$ cat config.mk
export PLATFORM = sky130hd
export DESIGN_NAME = load_store_unit_flat
export DESIGN_NICKNAME = d
export VERILOG_FILES = /design/src/rtl/load_store_unit_if.sv /design/src/rtl/load_store_unit.sv /design/src/flat_wrapper.sv
export SDC_FILE = /design/constraint.sdc
export NUM_CORES = 1
export LEC_CHECK = 0
export CAP_MARGIN = 20
export CORE_UTILIZATION = 45
export CTS_BUF_LIST = sky130_fd_sc_hd__clkbuf_8
export DETAILED_ROUTE_END_ITERATION = 8
export PLACE_DENSITY = 0.85
export RECOVER_POWER = 50
export SKIP_LAST_GASP = 1
export SLEW_MARGIN = 10
export SYNTH_ARGS = -nofsm -noshare
export SYNTH_HDL_FRONTEND = slang
export SYNTH_SLANG_ARGS = --single-unit
$ cat constraint.sdc
create_clock -name clock -period 3.3 [get_ports clock]
set_input_delay 0.825 -clock clock [delete_from_list [all_inputs] [get_ports clock]]
set_output_delay 0.825 -clock clock [all_outputs]
set_load 0.01 [all_outputs]
$ cat src/rtl/load_store_unit_if.sv
// rtl/load_store_unit_if.sv - control-path and RAM-side signals of the load/store sequencer
interface load_store_unit_if #(
  parameter int REGISTER_LENGTH = 32,
  parameter int ADDR_WIDTH      = 14
);
  logic                       request;
  logic                       write_request;
  logic                       privileged_mode;
  logic [REGISTER_LENGTH-1:0] address;
  logic [REGISTER_LENGTH-1:0] store_data;
  logic [REGISTER_LENGTH-1:0] mem_read_data;
  logic [ADDR_WIDTH-1:0]      mem_address;
  logic                       mem_write_enable;
  logic [REGISTER_LENGTH-1:0] mem_write_data;
  logic [REGISTER_LENGTH-1:0] load_data;
  logic                       bank_write;
  logic                       busy;
  logic                       done;
  logic                       fault;

  modport master (
    output request, write_request, privileged_mode, address, store_data, mem_read_data,
    input  mem_address, mem_write_enable, mem_write_data, load_data, bank_write, busy, done, fault
  );

  modport slave (
    input  request, write_request, privileged_mode, address, store_data, mem_read_data,
    output mem_address, mem_write_enable, mem_write_data, load_data, bank_write, busy, done, fault
  );
endinterface

$ cat src/rtl/load_store_unit.sv
// rtl/load_store_unit.sv - one-at-a-time load/store sequencer with user-mode code-area protection
module load_store_unit #(
  parameter int REGISTER_LENGTH = 32,
  parameter int ADDR_WIDTH      = 14,
  parameter int DATA_AREA_START = 8192,
  parameter int MEM_LATENCY     = 2
) (
  input  logic             clock,
  input  logic             reset,
  load_store_unit_if.slave bus
);
  typedef enum logic [2:0] {IDLE, CHECK, STORE, READ_WAIT, CAPTURE, DONE} state_e;

  localparam int CNT_W = (MEM_LATENCY > 2) ? $clog2(MEM_LATENCY - 1) : 1;

  state_e                     state_q, state_d;
  logic [REGISTER_LENGTH-1:0] addr_q, addr_d;
  logic                       is_write_q, is_write_d;
  logic                       priv_q, priv_d;
  logic [CNT_W-1:0]           count_q, count_d;
  logic [ADDR_WIDTH-1:0]      mem_address_q, mem_address_d;
  logic [REGISTER_LENGTH-1:0] mem_write_data_q, mem_write_data_d;
  logic [REGISTER_LENGTH-1:0] load_data_q, load_data_d;
  logic                       mem_write_enable_q, mem_write_enable_d;
  logic                       busy_q, busy_d;
  logic                       done_q, done_d;
  logic                       fault_q, fault_d;
  logic                       bank_write_q, bank_write_d;
  logic                       access_fault;

  // Out-of-range covers any set bit above the RAM word address; stores below
  // the data area are code-area writes and need privilege.
  assign access_fault = (|addr_q[REGISTER_LENGTH-1:ADDR_WIDTH]) ||
                        (is_write_q && !priv_q &&
                         (addr_q < REGISTER_LENGTH'(DATA_AREA_START)));

  // Outputs are registered, so each pulse is raised on the transition into its state.
  always_comb begin
    state_d            = state_q;
    addr_d             = addr_q;
    is_write_d         = is_write_q;
    priv_d             = priv_q;
    count_d            = count_q;
    mem_address_d      = mem_address_q;
    mem_write_data_d   = mem_write_data_q;
    load_data_d        = load_data_q;
    mem_write_enable_d = 1'b0;
    done_d             = 1'b0;
    fault_d            = 1'b0;
    bank_write_d       = 1'b0;
    case (state_q)
      IDLE: begin
        if (bus.request) begin
          addr_d           = bus.address;
          is_write_d       = bus.write_request;
          priv_d           = bus.privileged_mode;
          mem_address_d    = bus.address[ADDR_WIDTH-1:0];
          mem_write_data_d = bus.store_data;
          state_d          = CHECK;
        end
      end
      CHECK: begin
        if (access_fault) begin
          state_d = DONE;
          done_d  = 1'b1;
          fault_d = 1'b1;
        end else if (is_write_q) begin
          state_d            = STORE;
          mem_write_enable_d = 1'b1;
        end else if (MEM_LATENCY == 1) begin
          state_d = CAPTURE;
        end else begin
          // The address is already on the RAM since CHECK, so the wait is one shorter.
          state_d = READ_WAIT;
          count_d = CNT_W'(MEM_LATENCY - 2);
        end
      end
      STORE: begin
        state_d = DONE;
        done_d  = 1'b1;
      end
      READ_WAIT: begin
        if (count_q == '0) state_d = CAPTURE;
        else               count_d = count_q - CNT_W'(1);
      end
      CAPTURE: begin
        load_data_d  = bus.mem_read_data;
        state_d      = DONE;
        done_d       = 1'b1;
        bank_write_d = 1'b1;
      end
      DONE:    state_d = IDLE;
      default: state_d = IDLE;
    endcase
    busy_d = (state_d != IDLE);
  end

  always_ff @(posedge clock) begin
    if (reset) begin
      state_q            <= IDLE;
      addr_q             <= '0;
      is_write_q         <= 1'b0;
      priv_q             <= 1'b0;
      count_q            <= '0;
      mem_address_q      <= '0;
      mem_write_data_q   <= '0;
      load_data_q        <= '0;
      mem_write_enable_q <= 1'b0;
      busy_q             <= 1'b0;
      done_q             <= 1'b0;
      fault_q            <= 1'b0;
      bank_write_q       <= 1'b0;
    end else begin
      state_q            <= state_d;
      addr_q             <= addr_d;
      is_write_q         <= is_write_d;
      priv_q             <= priv_d;
      count_q            <= count_d;
      mem_address_q      <= mem_address_d;
      mem_write_data_q   <= mem_write_data_d;
      load_data_q        <= load_data_d;
      mem_write_enable_q <= mem_write_enable_d;
      busy_q             <= busy_d;
      done_q             <= done_d;
      fault_q            <= fault_d;
      bank_write_q       <= bank_write_d;
    end
  end

  assign bus.mem_address      = mem_address_q;
  assign bus.mem_write_data   = mem_write_data_q;
  assign bus.mem_write_enable = mem_write_enable_q;
  assign bus.load_data        = load_data_q;
  assign bus.busy             = busy_q;
  assign bus.done             = done_q;
  assign bus.fault            = fault_q;
  assign bus.bank_write       = bank_write_q;
endmodule

$ cat src/flat_wrapper.sv
// flat-port wrapper written by rule: the top's interface ports become plain ports
module load_store_unit_flat 
#(
  parameter int REGISTER_LENGTH = 32,
  parameter int ADDR_WIDTH      = 14,
  parameter int DATA_AREA_START = 8192,
  parameter int MEM_LATENCY     = 2
)
  (clock, reset, bus_request, bus_write_request, bus_privileged_mode, bus_address, bus_store_data, bus_mem_read_data, bus_mem_address, bus_mem_write_enable, bus_mem_write_data, bus_load_data, bus_bank_write, bus_busy, bus_done, bus_fault);
  load_store_unit_if #(.REGISTER_LENGTH(REGISTER_LENGTH), .ADDR_WIDTH(ADDR_WIDTH)) bus_i ();
  input  logic clock;
  input  logic reset;
  input wire logic [$bits(bus_i.request)-1:0] bus_request;
  input wire logic [$bits(bus_i.write_request)-1:0] bus_write_request;
  input wire logic [$bits(bus_i.privileged_mode)-1:0] bus_privileged_mode;
  input wire logic [$bits(bus_i.address)-1:0] bus_address;
  input wire logic [$bits(bus_i.store_data)-1:0] bus_store_data;
  input wire logic [$bits(bus_i.mem_read_data)-1:0] bus_mem_read_data;
  output wire logic [$bits(bus_i.mem_address)-1:0] bus_mem_address;
  output wire logic [$bits(bus_i.mem_write_enable)-1:0] bus_mem_write_enable;
  output wire logic [$bits(bus_i.mem_write_data)-1:0] bus_mem_write_data;
  output wire logic [$bits(bus_i.load_data)-1:0] bus_load_data;
  output wire logic [$bits(bus_i.bank_write)-1:0] bus_bank_write;
  output wire logic [$bits(bus_i.busy)-1:0] bus_busy;
  output wire logic [$bits(bus_i.done)-1:0] bus_done;
  output wire logic [$bits(bus_i.fault)-1:0] bus_fault;
  assign bus_i.request = bus_request;
  assign bus_i.write_request = bus_write_request;
  assign bus_i.privileged_mode = bus_privileged_mode;
  assign bus_i.address = bus_address;
  assign bus_i.store_data = bus_store_data;
  assign bus_i.mem_read_data = bus_mem_read_data;
  assign bus_mem_address = bus_i.mem_address;
  assign bus_mem_write_enable = bus_i.mem_write_enable;
  assign bus_mem_write_data = bus_i.mem_write_data;
  assign bus_load_data = bus_i.load_data;
  assign bus_bank_write = bus_i.bank_write;
  assign bus_busy = bus_i.busy;
  assign bus_done = bus_i.done;
  assign bus_fault = bus_i.fault;
  load_store_unit #(.REGISTER_LENGTH(REGISTER_LENGTH), .ADDR_WIDTH(ADDR_WIDTH), .DATA_AREA_START(DATA_AREA_START), .MEM_LATENCY(MEM_LATENCY)) u_core (.clock(clock), .reset(reset), .bus(bus_i));
endmodule
Yosys cells after proc, flatten, opt, wreduce, memory -nomap -nowiden:

Index checks and enable logic that the tools add are counted.

* add/sub/neg operators: 1
* equal/unequal tests: 6
* bitwise operators: 1
* reductions and logical operators: 13
* mux-type cells: 13
* magnitude comparators: 1

Operator list (count)
* $lt A32 B14 Y1 const B: 1
* $reduce_or A18 Y1: 1
* $pmux W3 S4: 1
* $mux W3: 3
* $mux W1: 7
* $eq A3 B2 Y1 const B: 2
* $ne A2 B2 Y1 const B: 2
* $pmux W1 S2: 2
* $reduce_or A2 Y1: 2
* $eq A3 B1 Y1 const B: 1
* $eq A3 B3 Y1 const B: 1
* $logic_not A3 Y1: 1
* $reduce_and A3 Y1: 1
* $reduce_bool A3 Y1: 1
* $reduce_or A3 Y1: 1
* $logic_and A1 B1 Y1: 2
* $reduce_and A2 Y1: 1
* $reduce_bool A2 Y1: 1
* $logic_not A1 Y1: 1
* $logic_or A1 B1 Y1: 1
* $not A1 Y1: 1
* $sub A1 B1 Y1 const B: 1

* bits in registers: 121
* logic and storage cells: 48
* input port bits: 101

Depth between registers and ports, before layout:

* depth in word-level cells: 7
* depth in mapped cells: 6
* depth with buffers taken out: 4

Least setup slack after synthesis:

Ideal clock, no wire load.

* path type: input-to-reg
* start point: input reset
* end point: register u_core.addr_q[13]
* path slack: 1565 ps
* stages: 4
* data required time: 3168 ps
* arrival time: 1602 ps
* library setup time: 132 ps
* cells stage by stage: clkbuf_1 > clkbuf_1 > clkbuf_1 > a21oi_1

RTL lines
* from (decl): RTL line flat_wrapper.sv:12 `input logic reset;`
* to (signal assigned): RTL line load_store_unit.sv:115 `addr_q <= addr_d;`
* to (decl): RTL line load_store_unit.sv:17 `logic [REGISTER_LENGTH-1:0] addr_q, addr_d;`

No word-level cell between the ends.

Worst setup path after layout:

* start point: input reset
* end point: register u_core.load_data_q[8], in the netlist u_core.bus.load_data[8]

RTL lines
* to (signal assigned): RTL line load_store_unit.sv:121 `load_data_q <= load_data_d;`
* to (decl): RTL line load_store_unit.sv:23 `logic [REGISTER_LENGTH-1:0] load_data_q, load_data_d;`

No word-level cell between the ends.

==> flow_metrics.env <==
export IMPL_status="complete, but fails checks"
export IMPL_violations="capacitance limit, slew limit"
export IMPL_wire_per_inst_um=13.7
export IMPL_yosys_area_top_type="dfxtp_1"
export IMPL_hold_buffers=0
export IMPL_fin_crit_sh=0.753
export IMPL_powerDensity_nw_per_um2=646
export IMPL_die_height_um=94.4
export IMPL_dr_first_iter_drc_count=146
export IMPL_r2r_end="u_core.bus.mem_write_data[2]$_SDFFE_PP0P_"
export IMPL_slew_violations=39
export IMPL_sequentialPowerShare=0.445
export IMPL_clockRootBuffer="clkbuf_8"
export IMPL_syn_area_per_cell_um2=7.98
export IMPL_r2r_start="u_core.state_q[1]$_SDFF_PP0_"
export IMPL_total_power_uw=3730
export IMPL_finalSetupTns_ns=0
export IMPL_synth_top_area_frac=0.553
export IMPL_grt_pass1_vias=3446
export IMPL_peakVddDrop_v=0.000338
export IMPL_setup_worst_path_end_class="flop"
export IMPL_ys_ff_latch=106
export IMPL_cap_violations=1
export IMPL_synthCells=481
export IMPL_syn_nets=582
export IMPL_first_pass_iters=4
export IMPL_cts_resized=0
export IMPL_required_ns=3.45
export IMPL_core_um2=8220
export IMPL_reg2reg_slack_ns=1.62
export IMPL_fin_nets=734
export IMPL_portBuffers=183
export IMPL_syn2layout_area_growth_pct=50.3
export IMPL_grt_pass1_wl_mm=15.9
export IMPL_worst_setup_path_start_kind="input pin"
export IMPL_globalplace_congestion=0.780
export IMPL_yosys_warnings=0
export IMPL_p_comb_frac=0.362
export IMPL_drive_gt1_frac=0.0345
export IMPL_postRouteAntennaNets=0
export IMPL_intPower_uw=2460
export IMPL_power_frac_clock=0.192
export IMPL_die_area_um2=8910
export IMPL_vias=3642
export IMPL_max_clock_path_buffers=2
export IMPL_final_setup_viol_count=0
export IMPL_tightest_slew_ns=1.56
export IMPL_cts_setup_buffers=0
export IMPL_dp_final_hpwl_mm=7.25
export IMPL_cts_sinks=106
export IMPL_p_leak_uw=0.00221
export IMPL_switching_share=0.341
export IMPL_ios=184
export IMPL_final_common_cell="nand2_1"
export IMPL_synth_cell_types=21
export IMPL_critPathKind="in -> reg"
export IMPL_insertion_delay_ns=0.35
export IMPL_rows=33
export IMPL_crit_start="reset"
export IMPL_remaining_drc_errors=0
export IMPL_worstPathMaxFanout=38
export IMPL_synth_seq_area_share=0.553
export IMPL_reg2regPathDepth=5
export IMPL_cts_tree="yes"
export IMPL_finalHoldViolCount=0
export IMPL_worstPathArrival_ns=2.64
export IMPL_grt_overflow=0
export IMPL_skew_ns=0.0123
export IMPL_final_cell_mix="nand2_1 (198), clkdlybuf4s50_1 (134), dfxtp_1 (106), a21oi_1 (99), dlygate4sd3_1 (48)"
export IMPL_grtUsageTotal=0.229
export IMPL_cts_clk_slew_worst_paths_ns=0.10
export IMPL_max_freq_ghz=0.402
export IMPL_synth_top_cells_by_area="dfxtp_1 (55%), nand2_1 (19%), a21oi_1 (13%)"
export IMPL_net_switching_power_uw=1270
export IMPL_start_util=0.467
export IMPL_final_min_clock_period_ns=2.49
export IMPL_syn_cell_area_um2=3840
export IMPL_grt_setup_unrepaired="no"
export IMPL_grt_antenna_before_repair=0
export IMPL_timing_critical_path_to="u_core.bus.load_data[8]$_SDFFE_PP0P_"
export IMPL_routed_wl_mm=10.2
export IMPL_min_path_type="reg -> reg"
export IMPL_grt_max_degree=67
export IMPL_diodes=0
export IMPL_die_w_um=94.4
export IMPL_cts_htree_levels=3
export IMPL_slew_headroom=-0.0402
export IMPL_via_per_inst=4.90
export IMPL_cts_buffers=9
[power by group through the flow]
| stage | clock [uW] | sequential [uW] | combinational (uW) |
|---|---|---|---|
| 3_5_place_dp | 0 | 1700 | 1360 |
| 6_report | 716 | 1660 | 1350 |
| 2_1_floorplan | 0 | 1740 | 757 |
| 4_1_cts | 743 | 1670 | 1360 |
| 5_1_grt | 789 | 1700 | 1490 |
| 3_3_place_gp | 0 | 1680 | 1320 |
[cell families (layout without fill, tap and decap cells)]
logic type,Yosys count,after routing,synth area share
and+or+nand+nor,219,219,0.228
DFF,106,106,0.553
AOI/OAI and AO/OA,106,106,0.144
buffers and inverters,50,207,0.0756
[synthesized netlist by cell type, drive strengths merged]
master / instances
nand2: 198
dfxtp: 106
a21oi: 99
buf: 36
clkbuf: 12
nor2: 6
nor4: 5
and2: 2
inv: 2
nand3: 2
nand3b: 2
o21ai: 2
o221ai: 2
a211oi: 1
a21o: 1
nand2b: 1
nor3: 1
nor4b: 1
o41ai: 1
or2: 1
[flip-flops by register name, summed over array words and instances (netlist names)]
signal,flops
u_core.bus.mem_write_data,32
u_core.bus.done,1
u_core.bus.fault,1
u_core.priv_q,1
u_core.state_q,3
u_core.bus.load_data,32
u_core.bus.bank_write,1
u_core.bus.busy,1
u_core.bus.mem_address,13
u_core.is_write_q,1
u_core.bus.mem_write_enable,1
u_core.addr_q,19
[metrics by stage]
step / setup slack, ns / cell area [um2] / std cells / utilization / hold WS [ns]
CTS: 1.16 / 5740 / 741 / 0.699 / 0.460
global placement: 0.949 / 5560 / 725 / 0.677 / 0.442
detailed placement: 0.820 / 5560 / 725 / 0.677 / 0.445
finish: 0.815 / 5770 / 743 / 0.702 / 0.455
floorplan: 1.57 / 3840 / 481 / - / 0.436
global route: 0.562 / 5770 / 743 / 0.702 / 0.475
[final cells by class]
class                      instances  area (um2)
tap                              105         131
inverter                           2        7.51
fill                             650        2450
multi-input combinational        325        1420
clock buffer                      10         138
sequential                       106        2120
timing repair buffer             189        1910
clock inverter                     6        42.5
[per-layer routing]
layer	track usage	up-vias	routed length [um]
met5	0	-	0
met4	0.103	0	265
met3	0.0346	20	566
met2	0.395	121	5140
met1	0.281	1664	4190
li1	-	1837	-
[how the worst min path moves through the flow]
stage | start | to | slack (ns) | depth (start not counted)
final | u_core.bus.mem_write_data[20]$_SDFFE_PP0P_ | u_core.bus.mem_write_data[20]$_SDFFE_PP0P_ | 0.46 | 2
after floorplan | u_core.addr_q[16]$_SDFFE_PP0P_ | u_core.addr_q[16]$_SDFFE_PP0P_ | 0.44 | 2
after global placement | u_core.bus.mem_write_data[9]$_SDFFE_PP0P_ | u_core.bus.mem_write_data[9]$_SDFFE_PP0P_ | 0.44 | 2
after global routing | u_core.addr_q[24]$_SDFFE_PP0P_ | u_core.addr_q[24]$_SDFFE_PP0P_ | 0.48 | 2
after CTS | u_core.bus.mem_write_data[19]$_SDFFE_PP0P_ | u_core.bus.mem_write_data[19]$_SDFFE_PP0P_ | 0.46 | 2
after detailed placement | u_core.bus.mem_write_data[19]$_SDFFE_PP0P_ | u_core.bus.mem_write_data[19]$_SDFFE_PP0P_ | 0.45 | 2
[critical path, cell delays in order]
cell and delay [ns]:
clkbuf_1 0.49, clkbuf_1 1.20, a21oi_1 0.11
Power figures use the tool's default switching activity.
